### src/rtl/uart_pkg.sv
// Shared receiver types, default parameter constants and sizing helpers.
package uart_pkg;

  typedef enum logic [1:0] {
    IDLE,
    START,
    DATA,
    STOP
  } rxState_t;

  localparam int unsigned DEF_DATA_BITS      = 8;
  localparam int unsigned DEF_STOP_BIT_TICKS = 16;
  localparam int unsigned DEF_BAUD_RATE      = 19200;
  localparam int unsigned DEF_CLOCK_RATE     = 50000000;
  localparam int unsigned DEF_SAMPLE_RATE    = 16;

  // Clocks per oversampling tick, integer truncated.
  function automatic int unsigned calcDivisor(input int unsigned clockRate,
                                              input int unsigned baudRate,
                                              input int unsigned sampleRate);
    return clockRate / (baudRate * sampleRate);
  endfunction

  // Bits needed to hold values 0..maxVal (at least one).
  function automatic int unsigned widthFor(input int unsigned maxVal);
    return (maxVal < 2) ? 1 : $clog2(maxVal + 1);
  endfunction

  function automatic int unsigned maxOf(input int unsigned a, input int unsigned b);
    return (a > b) ? a : b;
  endfunction

endpackage

### src/rtl/uart_baud_gen.sv
// Free-running oversampling tick generator: one-clock pulse every DIVISOR clocks.
module uart_baud_gen
  import uart_pkg::*;
#(
  parameter int unsigned CLOCK_RATE  = DEF_CLOCK_RATE,
  parameter int unsigned BAUD_RATE   = DEF_BAUD_RATE,
  parameter int unsigned SAMPLE_RATE = DEF_SAMPLE_RATE
) (
  input  logic Clock,
  input  logic ResetN,
  output logic SampleTick
);

  localparam int unsigned DIVISOR = calcDivisor(CLOCK_RATE, BAUD_RATE, SAMPLE_RATE);
  localparam int unsigned CW      = widthFor(DIVISOR - 1);
  localparam logic [CW-1:0] LAST  = CW'(DIVISOR - 1);

  logic [CW-1:0] count;

  // Count 0..DIVISOR-1, wrap, and pulse the tick on the wrap.
  always_ff @(posedge Clock or negedge ResetN) begin
    if (!ResetN) begin
      count      <= '0;
      SampleTick <= 1'b0;
    end else if (count == LAST) begin
      count      <= '0;
      SampleTick <= 1'b1;
    end else begin
      count      <= count + 1'b1;
      SampleTick <= 1'b0;
    end
  end

endmodule

### src/rtl/uart_rx.sv
// Oversampling UART receiver: start-bit glitch rejection, LSB-first data, framing check.
module uart_rx
  import uart_pkg::*;
#(
  parameter int unsigned DATA_BITS      = DEF_DATA_BITS,
  parameter int unsigned STOP_BIT_TICKS = DEF_STOP_BIT_TICKS,
  parameter int unsigned BAUD_RATE      = DEF_BAUD_RATE,
  parameter int unsigned CLOCK_RATE     = DEF_CLOCK_RATE,
  parameter int unsigned SAMPLE_RATE    = DEF_SAMPLE_RATE
) (
  input  logic                 Clock,
  input  logic                 ResetN,
  input  logic                 Rx,
  output logic [DATA_BITS-1:0] RxData,
  output logic                 RxDone,
  output logic                 FramingError,
  output logic                 SampleTick
);

  localparam int unsigned SW = widthFor(maxOf(SAMPLE_RATE - 1, STOP_BIT_TICKS - 1));
  localparam int unsigned NW = widthFor(DATA_BITS - 1);
  localparam logic [SW-1:0] S_HALF = SW'(SAMPLE_RATE / 2 - 1);
  localparam logic [SW-1:0] S_BIT  = SW'(SAMPLE_RATE - 1);
  localparam logic [SW-1:0] S_STOP = SW'(STOP_BIT_TICKS - 1);
  localparam logic [NW-1:0] N_LAST = NW'(DATA_BITS - 1);

  logic                 rxSync1, rxSync2;
  rxState_t             state, stateNext;
  logic [SW-1:0]        s, sNext;
  logic [NW-1:0]        n, nNext;
  logic [DATA_BITS-1:0] shiftReg, shiftNext;
  logic [DATA_BITS-1:0] dataNext;
  logic                 feNext, doneNext;

  uart_baud_gen #(
    .CLOCK_RATE (CLOCK_RATE),
    .BAUD_RATE  (BAUD_RATE),
    .SAMPLE_RATE(SAMPLE_RATE)
  ) baudGen (
    .Clock     (Clock),
    .ResetN    (ResetN),
    .SampleTick(SampleTick)
  );

  // Two-flop synchronizer; resets to the idle (high) line level.
  always_ff @(posedge Clock or negedge ResetN) begin
    if (!ResetN) begin
      rxSync1 <= 1'b1;
      rxSync2 <= 1'b1;
    end else begin
      rxSync1 <= Rx;
      rxSync2 <= rxSync1;
    end
  end

  // FSM, counters, shift register and output registers.
  always_ff @(posedge Clock or negedge ResetN) begin
    if (!ResetN) begin
      state        <= IDLE;
      s            <= '0;
      n            <= '0;
      shiftReg     <= '0;
      RxData       <= '0;
      FramingError <= 1'b0;
      RxDone       <= 1'b0;
    end else begin
      state        <= stateNext;
      s            <= sNext;
      n            <= nNext;
      shiftReg     <= shiftNext;
      RxData       <= dataNext;
      FramingError <= feNext;
      RxDone       <= doneNext;
    end
  end

  // Next-state and output logic; outputs only change on the stop-bit sample.
  always_comb begin
    stateNext = state;
    sNext     = s;
    nNext     = n;
    shiftNext = shiftReg;
    dataNext  = RxData;
    feNext    = FramingError;
    doneNext  = 1'b0;
    unique case (state)
      IDLE: begin
        if (!rxSync2) begin
          stateNext = START;
          sNext     = '0;
        end
      end
      START: begin
        if (SampleTick) begin
          if (s == S_HALF) begin
            sNext = '0;
            if (!rxSync2) begin
              stateNext = DATA;
              nNext     = '0;
            end else begin
              stateNext = IDLE;
            end
          end else begin
            sNext = s + 1'b1;
          end
        end
      end
      DATA: begin
        if (SampleTick) begin
          if (s == S_BIT) begin
            sNext     = '0;
            shiftNext = (shiftReg >> 1) | (DATA_BITS'(rxSync2) << (DATA_BITS - 1));
            if (n == N_LAST) begin
              stateNext = STOP;
            end else begin
              nNext = n + 1'b1;
            end
          end else begin
            sNext = s + 1'b1;
          end
        end
      end
      STOP: begin
        if (SampleTick) begin
          if (s == S_STOP) begin
            sNext     = '0;
            dataNext  = shiftReg;
            feNext    = ~rxSync2;
            doneNext  = 1'b1;
            stateNext = IDLE;
          end else begin
            sNext = s + 1'b1;
          end
        end
      end
      default: stateNext = IDLE;
    endcase
  end

endmodule

### config.mk
export PLATFORM = sky130hd
export DESIGN_NAME = uart_rx
export DESIGN_NICKNAME = d
export VERILOG_FILES = /design/src/rtl/uart_pkg.sv /design/src/rtl/uart_baud_gen.sv /design/src/rtl/uart_rx.sv
export SDC_FILE = /design/constraint.sdc
export NUM_CORES = 1
export LEC_CHECK = 0
export CORE_MARGIN = 5
export CORE_UTILIZATION = 51
export DETAILED_ROUTE_END_ITERATION = 8
export HOLD_SLACK_MARGIN = 0.15
export PLACE_DENSITY = 0.8
export SYNTH_ARGS = -nofsm -noshare
export SYNTH_HDL_FRONTEND = slang
export SYNTH_SLANG_ARGS = --single-unit
### constraint.sdc
create_clock -name Clock -period 1.58 [get_ports Clock]
set_clock_uncertainty 0.15 [all_clocks]
set_input_delay 0.316 -clock Clock [delete_from_list [all_inputs] [get_ports Clock]]
set_output_delay 0.316 -clock Clock [all_outputs]
set_load 0.02 [all_outputs]
==> flow_summary.yaml, run 1 <==
die:
  die_h_um: 68.0
  core_sq_mm: 0.00328
  initial_core_util_pct: 52.3
  die_w_um: 68.0
  die_area_sq_mm: 0.00463
  boundaryPins: 14
  rows: 21
synth:
  yosysUniqueCellTypes: 38
  yosys_warnings: 0
  yosys.area_share.simple_pct: 14.0
  synth_area_sq_mm: 0.00172
  synth_xor_area_share_pct: 3.57
  yosys.area_share.adder_pct: 3.64
  avgSynthCellArea_sq_um: 12.9
  synth_edf_count: 0
  synth_nets: 141
  synthFlopType: "dfrtp_1"
  synth_compound_area_share_pct: 8.45
  seq_area_frac_synth_pct: 55.5
  async_flop_share_pct: 100
  synthMuxAreaShare_pct: 12.4
  synth_top_family_by_area: "simple AND/OR/NAND/NOR gates"
  netlist_instances: 133
  yosys_register_bits: 38
setup_path:
  r2r_start: "n[1]"
  start_kind: "flop"
  path_class: "flop to flop"
  r2r.worst_path.cells: 5
  required_ns: 1.66
  crit_fanout: 3
  cp.arrival_ns: 1.75
  ff2ff_setup_slack_ns: -0.09
  critPathCaptureType: "flop"
  r2r-end: "n[0]"
routing:
  drtAntennaViolNets: 0
  drc: 0
  first_pass_iters: 4
  dr_total_vias: 1173
  wirelength_um: 3450
  routed_via_density: 5.46
  wl_per_cell_um: 16.1
  drtIter0Drc: 65
outcome:
  violations: "negative setup slack"
  outcome: "finished, violations left"
worst_hold_path:
  min_path_type: "input pin to flop"
  holdPathEnd: "rxSync1"
  hold_path.startpoint: "Rx"
  worstHoldPathCells: 1
global_route:
  antenna_found_initial: 0
  overflow: 0
  grt_pass1_wl_um: 5570
  grt_max_degree: 21
  grt_use_total_pct: 16.8
  grt_pass1_vias: 1164
power_and_ir_drop:
  leakage_nw: 1.08
  switching_share_pct: 22.0
  p_seq_share_pct: 63.5
  switching_power_mw: 0.339
  comb_power_share_pct: 2.1
  powerDensity_mw_per_mm2: 695
  intPower_mw: 1.20
  clkPwrFrac_pct: 34.4
  vdd_ir_drop_max_uv: 585
clocking:
  clock_latency_ns: 0.35
  cts_tree: "built"
  clkSlewWorstSetupHoldPaths_ns: 0.13
  cts_buffers: 5
  cts.sinks: 38
  htreeDepth: 2
  cts_buffer_depth: 2
  root_buffer: "clkbuf_4"
sta:
  tightest_slew_ns: 0.450
  rsz0062_at_grt: "yes"
  finalMaxSlewViolations: 0
  layout_setup_ws_ns: -0.0895
  fin_setup_tns_ns: -1.01
  fmax_mhz: 599
  relSlewSlack_pct: 70.0
  period_needed_ns: 1.67
  fin_crit_sh_pct: 106
  hold_violations: 0
  setup_viol: 21
  hold-worst-slack_ns: 0.207
cells_and_area:
  finalNonFillerCells: 215
  most-common-layout-cells: "dfrtp_1 (34), mux2_4 (18), buf_4 (15), dlygate4sd2_1 (9), nor2_1 (7)"
  fill_cells: 232
  final_nets: 176
  mostFrequentLayoutCell: "dfrtp_1"
  seqCellArea_sq_um: 956
  final_core_util_pct: 67.7
  multi_input_area_sq_um: 867
  diodes: 0
  area_growth_pct: 29.4
  drive_gt1_share_pct: 36.7
placement:
  dpl.hpwl_um: 2180
  dp.cells: 203
  place_congestion: 0.817
  placement.io_buffers: 13
  place_ws_ns: -0.136
flow_run:
  maxCapViolCount: 0
-- critical path: stages (launching register included) --
cell,delay [ns]
dfrtp_1,0.40
ha_2,0.20
ha_4,0.16
nor4bb_4,0.28
o21ai_2,0.10
mux2_4,0.26
-- cells by family after synthesis --
family | Yosys count
flops | 38
mux | 19
fa+ha+maj | 5
simple gates | 35
compound gates | 20
xor+xnor | 7
buf+inv | 9
-- registers in the layout (all words and copies together) (netlist names), named ones only --
register	flops
RxData	8
baudGen.count	8
shiftReg	8
s	4
n	3
FramingError	1
RxDone	1
baudGen.SampleTick	1
rxSync1	1
rxSync2	1
state	1
-- how the worst max path moves through the flow --
| stage | startpoint | endpoint | slack (ns) | depth (start not counted) |
|---|---|---|---|---|
| after floorplan | n[1] | n[0] | -0.02 | 5 |
| after global placement | n[1] | n[0] | -0.04 | 5 |
| after detailed placement | n[1] | n[0] | -0.14 | 5 |
| after CTS | n[0] | n[0] | -0.12 | 5 |
| after global routing | n[1] | n[0] | -0.15 | 5 |
| final | n[1] | n[0] | -0.09 | 5 |
-- layer usage --
metal / part of all wire, % / global-route usage (%) / wire (um)
met5: 0 / 0 / 0
met4: 1.8 / 7.20 / 63
met3: 3.0 / 5.42 / 103
met2: 54 / 28.5 / 1860
met1: 41 / 19.4 / 1430
-- area by class of cell --
class	instances	share of cell area [%]
clock buffer	7	2.48
sequential	38	43.0
multi-input combinational	87	39.0
timing repair buffer	31	11.8
inverter	5	0.845
clock inverter	1	0.225
tap	46	2.59
-- power by group through the flow --
stage          combinational (mW)  sequential, mW  clock (mW)
4_1_cts                    0.0334           0.980       0.554
3_5_place_dp               0.0313           0.998           0
2_1_floorplan             0.00218           0.997           0
6_report                   0.0327           0.980       0.531
3_3_place_gp               0.0303           0.998           0
5_1_grt                    0.0376           0.981       0.581
-- Yosys cell counts, types with 3 or more instances --
master	number	area share, %
o21ai_1	3	0.87
o21ai_0	4	1.2
ha_1	5	3.6
nand3_1	4	1.2
nand2b_1	3	1.1
buf_2	3	0.87
inv_1	5	1.1
nand2_1	7	1.5
mux2_2	18	12
nor2_1	7	1.5
dfrtp_1	36	52
xnor2_1	5	2.6
-- metrics by stage --
step | cell area, sq um | total power [mW]
2_1_floorplan | 1740 | 0.999
3_5_place_dp | 2020 | 1.03
6_report | 2220 | 1.54
3_3_place_gp | 2020 | 1.03
5_1_grt | 2220 | 1.60
4_1_cts | 2190 | 1.57
-- timing repair --
action                                  CTS  global route
pin swaps                                 9             9
setup buffers                             2             1
hold buffers                              1             0
cloned                                    1             0
endpoints found under the setup margin   33            25
endpoints found under the hold margin    38             0
gates resized for setup                  33             9
No activity file was read; power rests on OpenSTA's default activity.
==> run 2, diff against run 1 <==
- GPL_TIMING_DRIVEN: not set -> 0
==> run 2 against run 1 <==
The run still ends with negative setup slack left. Count of clock-buffer cells in the layout decreased by 2. Sequential cell count unchanged. Register-to-register slack got worse by 0.03 ns. Hold slack improved by 0.0016 ns. Power decreased by 4.2%. Core utilization decreased by 0.99 points. Critical path type unchanged. Largest cell class unchanged. Largest power group unchanged.
==> flow_summary.yaml, run 2 (synthesis gave the netlist of run 1 again) <==
flow_run:
  maxCapViolCount: 0
global_route:
  grt_use_met3_pct: 4.43
  grt_pass1_vias: 1154
  grt-busiest-layer: "met2"
  grt_pass1_wl_um: 5510
  grt_max_degree: 39
  grt_use_total_pct: 16.6
  overflow: 0
  use_met1_pct: 20.1
  use_met2_pct: 27.1
  antenna_found_initial: 0
power_and_ir_drop:
  fin_total_pwr_mw: 1.48
  vdd_ir_drop_max_uv: 623
  leakage_nw: 1.07
  powerDensity_mw_per_mm2: 675
clocking:
  htreeDepth: 2
  clock_latency_ns: 0.34
  cts_buffers: 5
  cts.sinks: 38
  cts_buffer_depth: 2
  root_buffer: "clkbuf_4"
  cts_tree: "built"
  clkSlewWorstSetupHoldPaths_ns: 0.11
die:
  die_area_sq_mm: 0.00463
  boundaryPins: 14
  initial_core_util_pct: 52.3
  die_w_um: 68.0
  die_h_um: 68.0
  rows: 21
  core_sq_mm: 0.00328
cells_and_area:
  postLayoutCellArea_sq_mm: 0.00219
  final_core_util_pct: 66.7
  mostFrequentLayoutCell: "dfrtp_1"
  drive_gt1_share_pct: 34.7
  area_growth_pct: 27.6
  most-common-layout-cells: "dfrtp_1 (35), mux2_4 (18), buf_4 (11), dlygate4sd2_1 (8)"
  finalNonFillerCells: 213
  final_nets: 175
  top_regs: "RxData: 8 flops, baudGen.count: 8 flops, shiftReg: 8 flops"
  diodes: 0
placement:
  place_area_sq_mm: 0.00192
  dp.cells: 192
  placement.io_buffers: 13
  place_congestion: 0.821
  dpl.hpwl_um: 2080
  place_ws_ns: -0.158
setup_path:
  path_class: "flop to flop"
  crit_fanout: 3
  start_kind: "flop"
  cp.arrival_ns: 1.79
  required_ns: 1.67
  critPathCaptureType: "flop"
routing:
  drtIter0Drc: 55
  drc: 0
  wirelength_um: 3460
  first_pass_iters: 4
  wl_per_cell_um: 16.2
  routed_via_density: 5.52
  drtAntennaViolNets: 0
  dr_total_vias: 1175
sta:
  tightest_slew_ns: 0.820
  layout_setup_ws_ns: -0.120
  hold_violations: 0
  setup_viol: 16
  period_needed_ns: 1.70
  rsz0062_at_grt: "yes"
  finalMaxSlewViolations: 0
  fin_crit_sh_pct: 108
  fmax_mhz: 588
  relSlewSlack_pct: 45.4
outcome:
  outcome: "finished, violations left"
  violations: "negative setup slack"
worst_hold_path:
  min_path_type: "flop to flop"
-- run 2: metrics by stage --
stage	setup TNS, ns	hold slack (ns)
2_1_floorplan	-0.0232	-0.130
3_3_place_gp	-29.44	0.198
3_5_place_dp	-2.61	0.199
4_1_cts	-1.29	0.209
5_1_grt	-2.49	0.221
6_report	-1.04	0.208
-- run 2: worst paths after layout --
path	startpoint	end	slack (ns)	cells after the start
max	n[1]	n[0]	-0.12	5
max reg2reg	n[1]	n[0]	-0.12	5
min	rxSync1	rxSync2	0.21	0
min reg2reg	rxSync1	rxSync2	0.21	0
min in group asynchronous	ResetN	s[0]	0.45	2
max in group asynchronous	ResetN	baudGen.SampleTick	0.27	2
-- run 2: area by class of cell --
cell class / instances / area, sq um
Sequential cell: 38 / 955
Clock inverter: 2 / 10.0
Timing Repair Buffer: 26 / 218
Inverter: 5 / 18.8
Multi-Input combinational cell: 87 / 866
Tap cell: 46 / 57.6
Clock buffer: 5 / 37.5
Fill cell: 219 / 1090
Buffer: 4 / 27.5
-- run 2: what timing repair did --
item / CTS / global route
hold endpoints to repair: 36 / 0
buffers inserted: 8 / 4
pin swaps: 10 / 8
gates cloned: 1 / 0
hold buffers: 1 / 0
endpoints found under the setup margin: 31 / 27
gates resized for setup: 34 / 12
-- run 2: worst max-delay path, cell delays in order, from the launching register on --
cell and delay, ns:
dfrtp_1 0.41, ha_2 0.20, ha_4 0.17, nor4bb_4 0.28
o21ai_2 0.11, mux2_4 0.27
-- run 2: routing by layer --
metal  part of all wire, %  up-vias
li1                      -      549
met1                    42      589
met2                    52       30
met3                   4.9        7
met4                   1.8        0
met5                     0        -
-- run 2: power breakdown --
group | switching, mW | leakage (nW) | internal [mW] | total, mW
logic | 0.0200 | 0.535 | 0.00657 | 0.0266
clock network | 0.312 | 0.0308 | 0.160 | 0.472
registers | 0.00271 | 0.503 | 0.977 | 0.980
total | 0.335 | 1.07 | 1.14 | 1.48
